File: config.mk
export PLATFORM = sky130hd
export DESIGN_NAME = mdio_responder
export DESIGN_NICKNAME = d
export VERILOG_FILES = /design/src/rtl/mdio_pkg.sv /design/src/rtl/mdio_edge_sync.sv /design/src/rtl/mdio_responder.sv
export SDC_FILE = /design/constraint.sdc
export NUM_CORES = 1
export LEC_CHECK = 0
export ABC_AREA = 1
export CORE_AREA = 2 2 215 217
export DETAILED_ROUTE_END_ITERATION = 6
export DIE_AREA = 0 0 217 219
export MAX_ROUTING_LAYER = met4
export PLACE_DENSITY = 0.79
export SLEW_MARGIN = 20
export SYNTH_ARGS = -nofsm -noshare
export SYNTH_HDL_FRONTEND = slang
export SYNTH_SLANG_ARGS = --single-unit
File: constraint.sdc
create_clock -name clk -period 2.31 [get_ports clk]
set_clock_uncertainty 0.05 [all_clocks]
set_input_delay 0.5775 -clock clk [delete_from_list [all_inputs] [get_ports clk]]
set_output_delay 0.5775 -clock clk [all_outputs]
set_load 0.01 [all_outputs]
File: src/rtl/mdio_pkg.sv
// mdio_pkg: shared types and constants for the MDIO responder.
// Frame states, opcodes, register indices and reset values.
package mdio_pkg;

    typedef enum logic [2:0] {
        S_IDLE,
        S_ST,
        S_OP,
        S_PHYAD,
        S_REGAD,
        S_TA,
        S_DATA
    } mdio_state_t;

    localparam logic [1:0] OP_READ  = 2'b10;
    localparam logic [1:0] OP_WRITE = 2'b01;

    localparam logic [4:0] REG_BMCR = 5'd0;
    localparam logic [4:0] REG_BMSR = 5'd1;
    localparam logic [4:0] REG_ID1  = 5'd2;
    localparam logic [4:0] REG_ID2  = 5'd3;

    localparam logic [5:0]  PREAMBLE_ONES  = 6'd32;
    localparam logic [15:0] BMCR_RESET     = 16'h1140;
    localparam logic [15:0] BMSR_BASE      = 16'h7949;
    localparam logic [15:0] BMSR_LINK_MASK = 16'h0024;

    // Only BMCR and the generic registers above ID2 accept writes
    function automatic logic reg_writable(input logic [4:0] a);
        return (a == REG_BMCR) || (a > REG_ID2);
    endfunction

endpackage

File: src/rtl/mdio_edge_sync.sv
// mdio_edge_sync: brings MDC/MDIO into the clk domain.
// Produces a one-clk pulse on each synchronized MDC rise.
module mdio_edge_sync (
    input  logic clk,
    input  logic rst_n,
    input  logic mdc,
    input  logic mdio_i,
    output logic mdc_rise,
    output logic mdio_s
);

    logic [1:0] mdc_sync;
    logic       mdc_prev;
    logic [1:0] mdio_sync;

    // Two-stage synchronizers plus the previous MDC level
    always_ff @(posedge clk or negedge rst_n) begin
        if (!rst_n) begin
            mdc_sync  <= '0;
            mdc_prev  <= 1'b0;
            mdio_sync <= '0;
        end else begin
            mdc_sync  <= {mdc_sync[0], mdc};
            mdc_prev  <= mdc_sync[1];
            mdio_sync <= {mdio_sync[0], mdio_i};
        end
    end

    assign mdc_rise = mdc_sync[1] & ~mdc_prev;
    assign mdio_s   = mdio_sync[1];

endmodule

File: src/rtl/mdio_responder.sv
// mdio_responder: Clause-22 MDIO target with a 32x16 register file.
// Define MDIO_BCAST_EN to also accept writes addressed to PHYAD 0.
module mdio_responder #(
    parameter logic [4:0]  PHY_ADDR = 5'd1,
    parameter logic [31:0] PHY_ID   = 32'h001C_C915
) (
    input  logic        clk,
    input  logic        rst_n,
    input  logic        mdc,
    input  logic        mdio_i,
    output logic        mdio_o,
    output logic        mdio_oe,
    input  logic        link_i,
    output logic        wr_valid,
    output logic [4:0]  wr_addr,
    output logic [15:0] wr_data,
    output logic        frame_err
);

    import mdio_pkg::*;

    logic        mdc_rise;
    logic        mdio_bit;

    mdio_state_t state, state_n;
    logic [5:0]  ones, ones_n;
    logic [3:0]  bcnt, bcnt_n;
    logic [1:0]  op, op_n;
    logic [4:0]  phy, phy_n;
    logic [4:0]  rega, rega_n;
    logic [15:0] sh, sh_n;
    logic        mdo_n, oe_n, wv_n, ferr_n;
    logic [4:0]  wa_n;
    logic [15:0] wd_n;

    logic [15:0] rf [32];
    logic        rf_we;
    logic [4:0]  rega_full;
    logic [15:0] wdata_full;
    logic [15:0] rd_val;
    logic        rd_hit, wr_hit;
    logic        rd_act, wr_act;

    mdio_edge_sync u_sync (
        .clk      (clk),
        .rst_n    (rst_n),
        .mdc      (mdc),
        .mdio_i   (mdio_i),
        .mdc_rise (mdc_rise),
        .mdio_s   (mdio_bit)
    );

    assign rega_full  = {rega[3:0], mdio_bit};
    assign wdata_full = {sh[14:0], mdio_bit};
    assign rd_hit     = (phy == PHY_ADDR);

`ifdef MDIO_BCAST_EN
    assign wr_hit = rd_hit | (phy == 5'd0);
`else
    assign wr_hit = rd_hit;
`endif

    assign rd_act = (op == OP_READ) && rd_hit;
    assign wr_act = (op == OP_WRITE) && wr_hit
                 && reg_writable(rega);

    // Register read mux, evaluated on the last REGAD bit
    always_comb begin
        rd_val = rf[rega_full];
        unique case (1'b1)
            (rega_full == REG_BMSR):
                rd_val = BMSR_BASE
                       | (link_i ? BMSR_LINK_MASK : 16'h0);
            (rega_full == REG_ID1): rd_val = PHY_ID[31:16];
            (rega_full == REG_ID2): rd_val = PHY_ID[15:0];
            default: ;
        endcase
    end

    // Frame decoder next-state, datapath and output logic
    always_comb begin
        state_n = state;
        ones_n  = ones;
        bcnt_n  = bcnt;
        op_n    = op;
        phy_n   = phy;
        rega_n  = rega;
        sh_n    = sh;
        mdo_n   = mdio_o;
        oe_n    = mdio_oe;
        wv_n    = 1'b0;
        wa_n    = wr_addr;
        wd_n    = wr_data;
        ferr_n  = 1'b0;
        rf_we   = 1'b0;
        if (mdc_rise) begin
            unique case (state)
                S_IDLE: begin
                    if (mdio_bit) begin
                        if (ones != PREAMBLE_ONES)
                            ones_n = ones + 6'd1;
                    end else if (ones == PREAMBLE_ONES) begin
                        state_n = S_ST;
                        ones_n  = '0;
                    end else begin
                        ones_n = '0;
                    end
                end
                S_ST: begin
                    if (mdio_bit) begin
                        state_n = S_OP;
                        bcnt_n  = '0;
                    end else begin
                        ferr_n  = 1'b1;
                        state_n = S_IDLE;
                    end
                end
                S_OP: begin
                    op_n = {op[0], mdio_bit};
                    if (bcnt == 4'd1) begin
                        bcnt_n = '0;
                        if (op_n == OP_READ || op_n == OP_WRITE) begin
                            state_n = S_PHYAD;
                        end else begin
                            ferr_n  = 1'b1;
                            state_n = S_IDLE;
                        end
                    end else begin
                        bcnt_n = bcnt + 4'd1;
                    end
                end
                S_PHYAD: begin
                    phy_n = {phy[3:0], mdio_bit};
                    if (bcnt == 4'd4) begin
                        bcnt_n  = '0;
                        state_n = S_REGAD;
                    end else begin
                        bcnt_n = bcnt + 4'd1;
                    end
                end
                S_REGAD: begin
                    rega_n = rega_full;
                    if (bcnt == 4'd4) begin
                        bcnt_n  = '0;
                        state_n = S_TA;
                        sh_n    = rd_val;
                    end else begin
                        bcnt_n = bcnt + 4'd1;
                    end
                end
                S_TA: begin
                    if (bcnt == 4'd0) begin
                        bcnt_n = 4'd1;
                        if (rd_act) begin
                            oe_n  = 1'b1;
                            mdo_n = 1'b0;
                        end
                    end else begin
                        bcnt_n  = '0;
                        state_n = S_DATA;
                        if (rd_act) begin
                            mdo_n = sh[15];
                            sh_n  = {sh[14:0], 1'b0};
                        end
                    end
                end
                S_DATA: begin
                    if (rd_act) begin
                        if (bcnt == 4'd15) begin
                            oe_n  = 1'b0;
                            mdo_n = 1'b0;
                        end else begin
                            mdo_n = sh[15];
                            sh_n  = {sh[14:0], 1'b0};
                        end
                    end else if (op == OP_WRITE) begin
                        sh_n = wdata_full;
                    end
                    if (bcnt == 4'd15) begin
                        bcnt_n  = '0;
                        state_n = S_IDLE;
                        if (wr_act) begin
                            wv_n  = 1'b1;
                            wa_n  = rega;
                            wd_n  = wdata_full;
                            rf_we = 1'b1;
                        end
                    end else begin
                        bcnt_n = bcnt + 4'd1;
                    end
                end
                default: state_n = S_IDLE;
            endcase
        end
    end

    // State, datapath and registered outputs
    always_ff @(posedge clk or negedge rst_n) begin
        if (!rst_n) begin
            state     <= S_IDLE;
            ones      <= '0;
            bcnt      <= '0;
            op        <= '0;
            phy       <= '0;
            rega      <= '0;
            sh        <= '0;
            mdio_o    <= 1'b0;
            mdio_oe   <= 1'b0;
            wr_valid  <= 1'b0;
            wr_addr   <= '0;
            wr_data   <= '0;
            frame_err <= 1'b0;
        end else begin
            state     <= state_n;
            ones      <= ones_n;
            bcnt      <= bcnt_n;
            op        <= op_n;
            phy       <= phy_n;
            rega      <= rega_n;
            sh        <= sh_n;
            mdio_o    <= mdo_n;
            mdio_oe   <= oe_n;
            wr_valid  <= wv_n;
            wr_addr   <= wa_n;
            wr_data   <= wd_n;
            frame_err <= ferr_n;
        end
    end

    // Register file; BMCR bit 15 restores defaults and never sticks
    always_ff @(posedge clk or negedge rst_n) begin
        if (!rst_n) begin
            for (int i = 0; i < 32; i++)
                rf[i] <= (i == 0) ? BMCR_RESET : 16'h0;
        end else if (rf_we) begin
            if (rega == REG_BMCR && wdata_full[15]) begin
                for (int i = 0; i < 32; i++)
                    rf[i] <= (i == 0) ? BMCR_RESET : 16'h0;
            end else if (rega == REG_BMCR) begin
                rf[0] <= {1'b0, wdata_full[14:0]};
            end else begin
                rf[rega] <= wdata_full;
            end
        end
    end

endmodule

After elaboration in Yosys (flattened, before gate mapping). Index checks and enable logic that the tools add are counted.

Add/sub/neg operators: 2. $lt $le $gt $ge: 4. Eq/ne operators: 34. Multiplexer cells: 56. Bitwise gates (word level): 4. Reduce and logical (&&, ||, !) cells: 25.

Operators with widths (number): bitwise mux 512 bit (1); 2-to-1 mux 512 bit (1); 2-to-1 mux 496 bit (1); 2-to-1 mux 16 bit (10); one-hot mux 16 bit (3 select lines) (2); binary-select mux 16 bit (select 5 bit) (1); demux 16 bit (select 5 bit) (1); != test 2 bit (second input constant) (11); 2-to-1 mux 3 bit (7); one-hot mux 3 bit (7 select lines) (1); one-hot mux 4 bit (5 select lines) (1); 2-to-1 mux 1 bit (18); 2-to-1 mux 6 bit (3); 2-to-1 mux 4 bit (4); greater-or-equal comparator 6 bit (second input constant) (2); NOT 5 -> 6 bit (2); == test 5 x 1 -> 1 bit (second input constant) (2); == test 5 x 2 -> 1 bit (second input constant) (2); == test 3 bit (second input constant) (3); AND reduction 2 bit (4); AND reduction 4 bit (2); AND reduction 8 bit (1); AND reduction 7 bit (1); adder 6 x 1 -> 6 bit (second input constant) (1); other kinds (29) (43).

Register bits after elaboration: 583. Input bits: 5. Output and inout port bits: 25. Logic and storage cells: 173.

Depth between registers and ports, before layout.
Depth after elaboration: 8. Mapped depth: 15.

Hierarchy. From an unflattened synthesis, not the netlist that was laid out.

Cells, all modules: 3584. Area total of the unflattened synthesis: 28337.2 um2.

Modules (own cells, without submodules): mdio_responder (instances 1, cells each 3577, area an instance 28202.0 um2, sequential area each 14467.6 um2); mdio_edge_sync (instances 1, cells each 7, area an instance 135.1 um2, sequential area each 125.1 um2).

Least setup slack after synthesis. OpenSTA, ideal clock, no wires.

Kind: register to register. From: register bcnt[0]. To: register rf[405] (netlist bit). Library setup time: 137 ps. Arrival: 1785 ps. Setup slack: 338 ps. Cell stages (with the launch flop): 13. Path buffers: 2. Cell sequence: dfrtp_1 -> ha_1 -> nand2_1 -> nor2_2 -> nand2_2 -> nor3_1 -> nand2_1 -> nor2_1 -> buf_6 -> o21ai_4 -> buf_6 -> nand2_1 -> o21ai_0.

Word-level cells in the longest chain between the ends: 5.

RTL lines: from (decl) (RTL line mdio_responder.sv:27) `logic [3:0] bcnt, bcnt_n;`; from (signal assigned) (RTL line mdio_responder.sv:216) `bcnt <= bcnt_n;`; == test 4 bit (RTL line mdio_responder.sv:179) `if (bcnt == 4'd15) begin`; 2-to-1 mux 1 bit (RTL line mdio_responder.sv:179); 2-to-1 mux 1 bit (RTL line mdio_responder.sv:97) `unique case (state)`; 2-to-1 mux 1 bit (RTL line mdio_responder.sv:96) `if (mdc_rise) begin`; AND reduction 2 bit (no source line); to (signal, indexed assignment) (RTL line mdio_responder.sv:234) `rf[i] <= (i == 0) ? BMCR_RESET : 16'h0;`; to (signal, indexed assignment) (RTL line mdio_responder.sv:238) `rf[i] <= (i == 0) ? BMCR_RESET : 16'h0;`; to (signal, indexed assignment) (RTL line mdio_responder.sv:242) `rf[rega] <= wdata_full;`; to (decl) (RTL line mdio_responder.sv:36) `logic [15:0] rf [32];`.

Every way passes these cells. A chain may end at the register's enable or synchronous reset.

Final worst setup path.
From: register bcnt[1]. To: register rf[41] (netlist bit).

Same word-level chain as after synthesis.

==> reports/qor.yml <==
placement:
  dp.final_hpwl_mm: 70.8
  dpl_cell_area_mm2: 0.0309
  place_ws_ns: -0.143
  place.gp.congestion: 1.01
  dp_cells: 4213
  portBuffers: 29
sta:
  finalCritPeriodShare_pct: 103
  min_period_ns: 2.39
  rsz0062_at_grt: "true"
  slew_headroom_pct: 58.2
  worst_slack_ns: -0.0773
  setup_viol: 16
  tightest_slew_ns: 0.626
  slew_viol_final: 0
  hold_viol_final: 0
  fmax_ghz: 0.419
setup_path:
  crit_fanout: 8
  path_cells: "ha_2 > nand2_4 > nor2_4 > nand2_2 > nor3_2 > nand2_2 > nor2_4 > buf_12 > clkbuf_16 > o21ai_4 > clkbuf_16 > nand2_1 > o21ai_1"
  path_class: "reg -> reg"
  crit_arrival_ns: 2.86
  end_kind: "flop"
  crit_slowest_cell: "dfrtp_1"
  critPathRequiredTime_ns: 2.78
  max_stage_delay_ns: 0.37
  critPathLaunchType: "flop"
global_routing:
  track_usage_pct: 45.7
  grt_max_degree: 77
  grt_pass1_vias: 25700
  grt_pass1_wl_mm: 157
  grt_antenna_before_repair: 2
  globalRoute.totalOverflow: 0
synth:
  syn_area_mm2: 0.0282
  synth-main-ff-cell: "dfrtp_1"
  yosys_register_bits: 583
  postSynthCellCount: 3548
  synth-edff-count: 0
  synth.avg_cell_area_um2: 7.94
  yosysWarnings: 0
  syn_nets: 3558
  yosys.cell_types.count: 51
  synth.yosys.seq_area_share_pct: 51.8
  synthArstFlopShare_pct: 100
outcome:
  status: "finished with violations"
  violations: "DRC, setup timing"
final_layout:
  multi_input_area_mm2: 0.0108
  final_cell_mix: "997 x nand2_1, 577 x dfrtp_1, 488 x inv_1"
  fill_cells: 3313
  final_nets: 3722
  layout_commonest_cell: "nand2_1"
  final_layout_size_suffix_gt1_share_pct: 13.6
  final_util_pct: 74.9
  layoutNonFillerInstCount: 4366
  design_area_mm2: 0.0337
  seq_area_mm2: 0.0146
  synthToLayoutAreaGrowth_pct: 19.9
die:
  floorplan.die.height_um: 219
  num_rows: 78
  die_w_um: 217
  coreArea_mm2: 0.0451
  design.die.area_mm2: 0.0475
  ios: 30
  start_util_pct: 62.5
clocking:
  cts_inserted_buffers: 60
  clk_latency_ns: 0.64
  cts_max_level: 2
  clkSlewWorstSetupHoldPaths_ns: 0.06
  ctsRootBufferMaster: "clkbuf_16"
  cts_buffer_depth: 3
  cts_sinks: 583
  cts_tree: "done"
job:
  maxCapViolCount: 0
min_path:
  hold_path.class: "in -> reg"
detailed_routing:
  firstDrtPassIters: 7
  route.vias.total: 27300
  detail_route.wl_per_cell_um: 24.6
  drt_wl_total_mm: 107
  vias_per_cell: 6.24
  drc: 2
  first_iter_violations: 4660
  ant_nets: 0
pwr:
  p_per_area_mw_per_mm2: 618
  ir_worst_vdd_uv: 643
  total_leakage_power_nw: 15.8
[path summary, 6_finish.rpt]
| path | start | to | slack [ns] | cells past startpoint |
|---|---|---|---|---|
| max in group asynchronous | rst_n | rf[116]$_DFFE_PN0P_ | 0.92 | 4 |
| hold reg to reg | u_sync.mdio_sync[0]$_DFF_PN0_ | u_sync.mdio_sync[1]$_DFF_PN0_ | 0.34 | 0 |
| min in group asynchronous | rst_n | wr_data[2]$_DFFE_PN0P_ | 0.40 | 2 |
| hold / removal | mdio_i | u_sync.mdio_sync[0]$_DFF_PN0_ | 0.32 | 1 |
| setup reg to reg | bcnt[1]$_DFFE_PN0P_ | rf[41]$_DFFE_PN0P_ | -0.08 | 13 |
| setup / recovery | bcnt[1]$_DFFE_PN0P_ | rf[41]$_DFFE_PN0P_ | -0.08 | 13 |
[layout make-up]
| cell class | count | share of cell area [%] |
|---|---|---|
| Antenna cell | 4 | 0.0297 |
| Clock buffer | 91 | 5.24 |
| Clock inverter | 21 | 0.578 |
| Inverter | 504 | 5.68 |
| Multi-Input combinational cell | 2242 | 32.1 |
| Sequential cell | 583 | 43.3 |
| Tap cell | 600 | 2.22 |
| Timing Repair Buffer | 321 | 10.9 |
[synthesized netlist by cell type, types with 10 or more instances]
library cell	number	area, um2
nand2_1	1014	3810
dfrtp_1	580	14500
inv_1	494	1850
nand3_1	301	1510
o22ai_1	262	1640
nor2_1	213	800
o21ai_0	177	886
o21ai_1	98	490
clkbuf_1	88	330
buf_2	63	315
a21oi_1	62	310
buf_1	33	124
buf_6	21	236
nand4_1	18	113
buf_4	16	120
a21oi_4	10	163
o21ai_4	10	163
[power by group]
group / switching, mW / internal (mW) / total (mW)
sequential: 0.0144 / 10.2 / 10.2
clock: 4.19 / 5.60 / 9.79
combinational: 0.592 / 0.235 / 0.827
[logic make-up (layout without fill, tap and decap cells)]
family | Yosys count | after routing | share of synthesized area [%]
simple gates | 1586 | 1586 | 23.3
buf+inv | 726 | 937 | 10.8
compound gates | 641 | 644 | 13.6
flops | 583 | 583 | 51.8
fa+ha+maj | 5 | 5 | 0.222
xor+xnor | 5 | 5 | 0.156
mux | 2 | 2 | 0.0755
other cells | 0 | 4 | 0
[through the flow]
step	hold slack, ns	TNS (ns)	power (mW)
global route	0.335	-6.12	21.3
floorplan	0.232	0	10.7
global placement	0.317	-0.967	11.2
finish	0.321	-0.665	20.9
detailed placement	0.328	-3.06	11.2
CTS	0.313	0	20.8
[flip-flops by register name, summed over array words and instances (netlist names)]
name,cells
mdio_oe,1
ones,6
wr_data,16
phy,5
u_sync.mdc_sync,2
wr_valid,1
sh,16
rf,512
op,2
mdio_o,1
frame_err,1
bcnt,4
u_sync.mdc_prev,1
u_sync.mdio_sync,2
state,3
wr_addr,5
rega,5
[worst max-delay path: cells and delay by family, from the launching register on]
| family | cells | cell delay (ns) |
|---|---|---|
| buf+inv | 3 | 0.53 |
| fa+ha+maj | 1 | 0.22 |
| compound gates | 2 | 0.17 |
| flops | 1 | 0.37 |
| simple gates | 7 | 0.92 |
[per-layer routing]
| layer | vias up | share of wire [%] | GRT usage [%] |
|---|---|---|---|
| met5 | - | 0 | - |
| met1 | 13100 | 37 | 60.0 |
| met2 | 2029 | 44 | 66.8 |
| met4 | 0 | 6.5 | 25.3 |
| met3 | 440 | 12 | 9.60 |
| li1 | 11700 | - | - |
[what timing repair did]
action,in CTS,in global routing
setup endpoints to repair,48,357
hold buffers,1,0
resized for setup,4,105
setup buffers,2,20
hold endpoints to repair,18,0
cloned,0,14
pin swaps,0,17
Power figures use the tool's default switching activity.
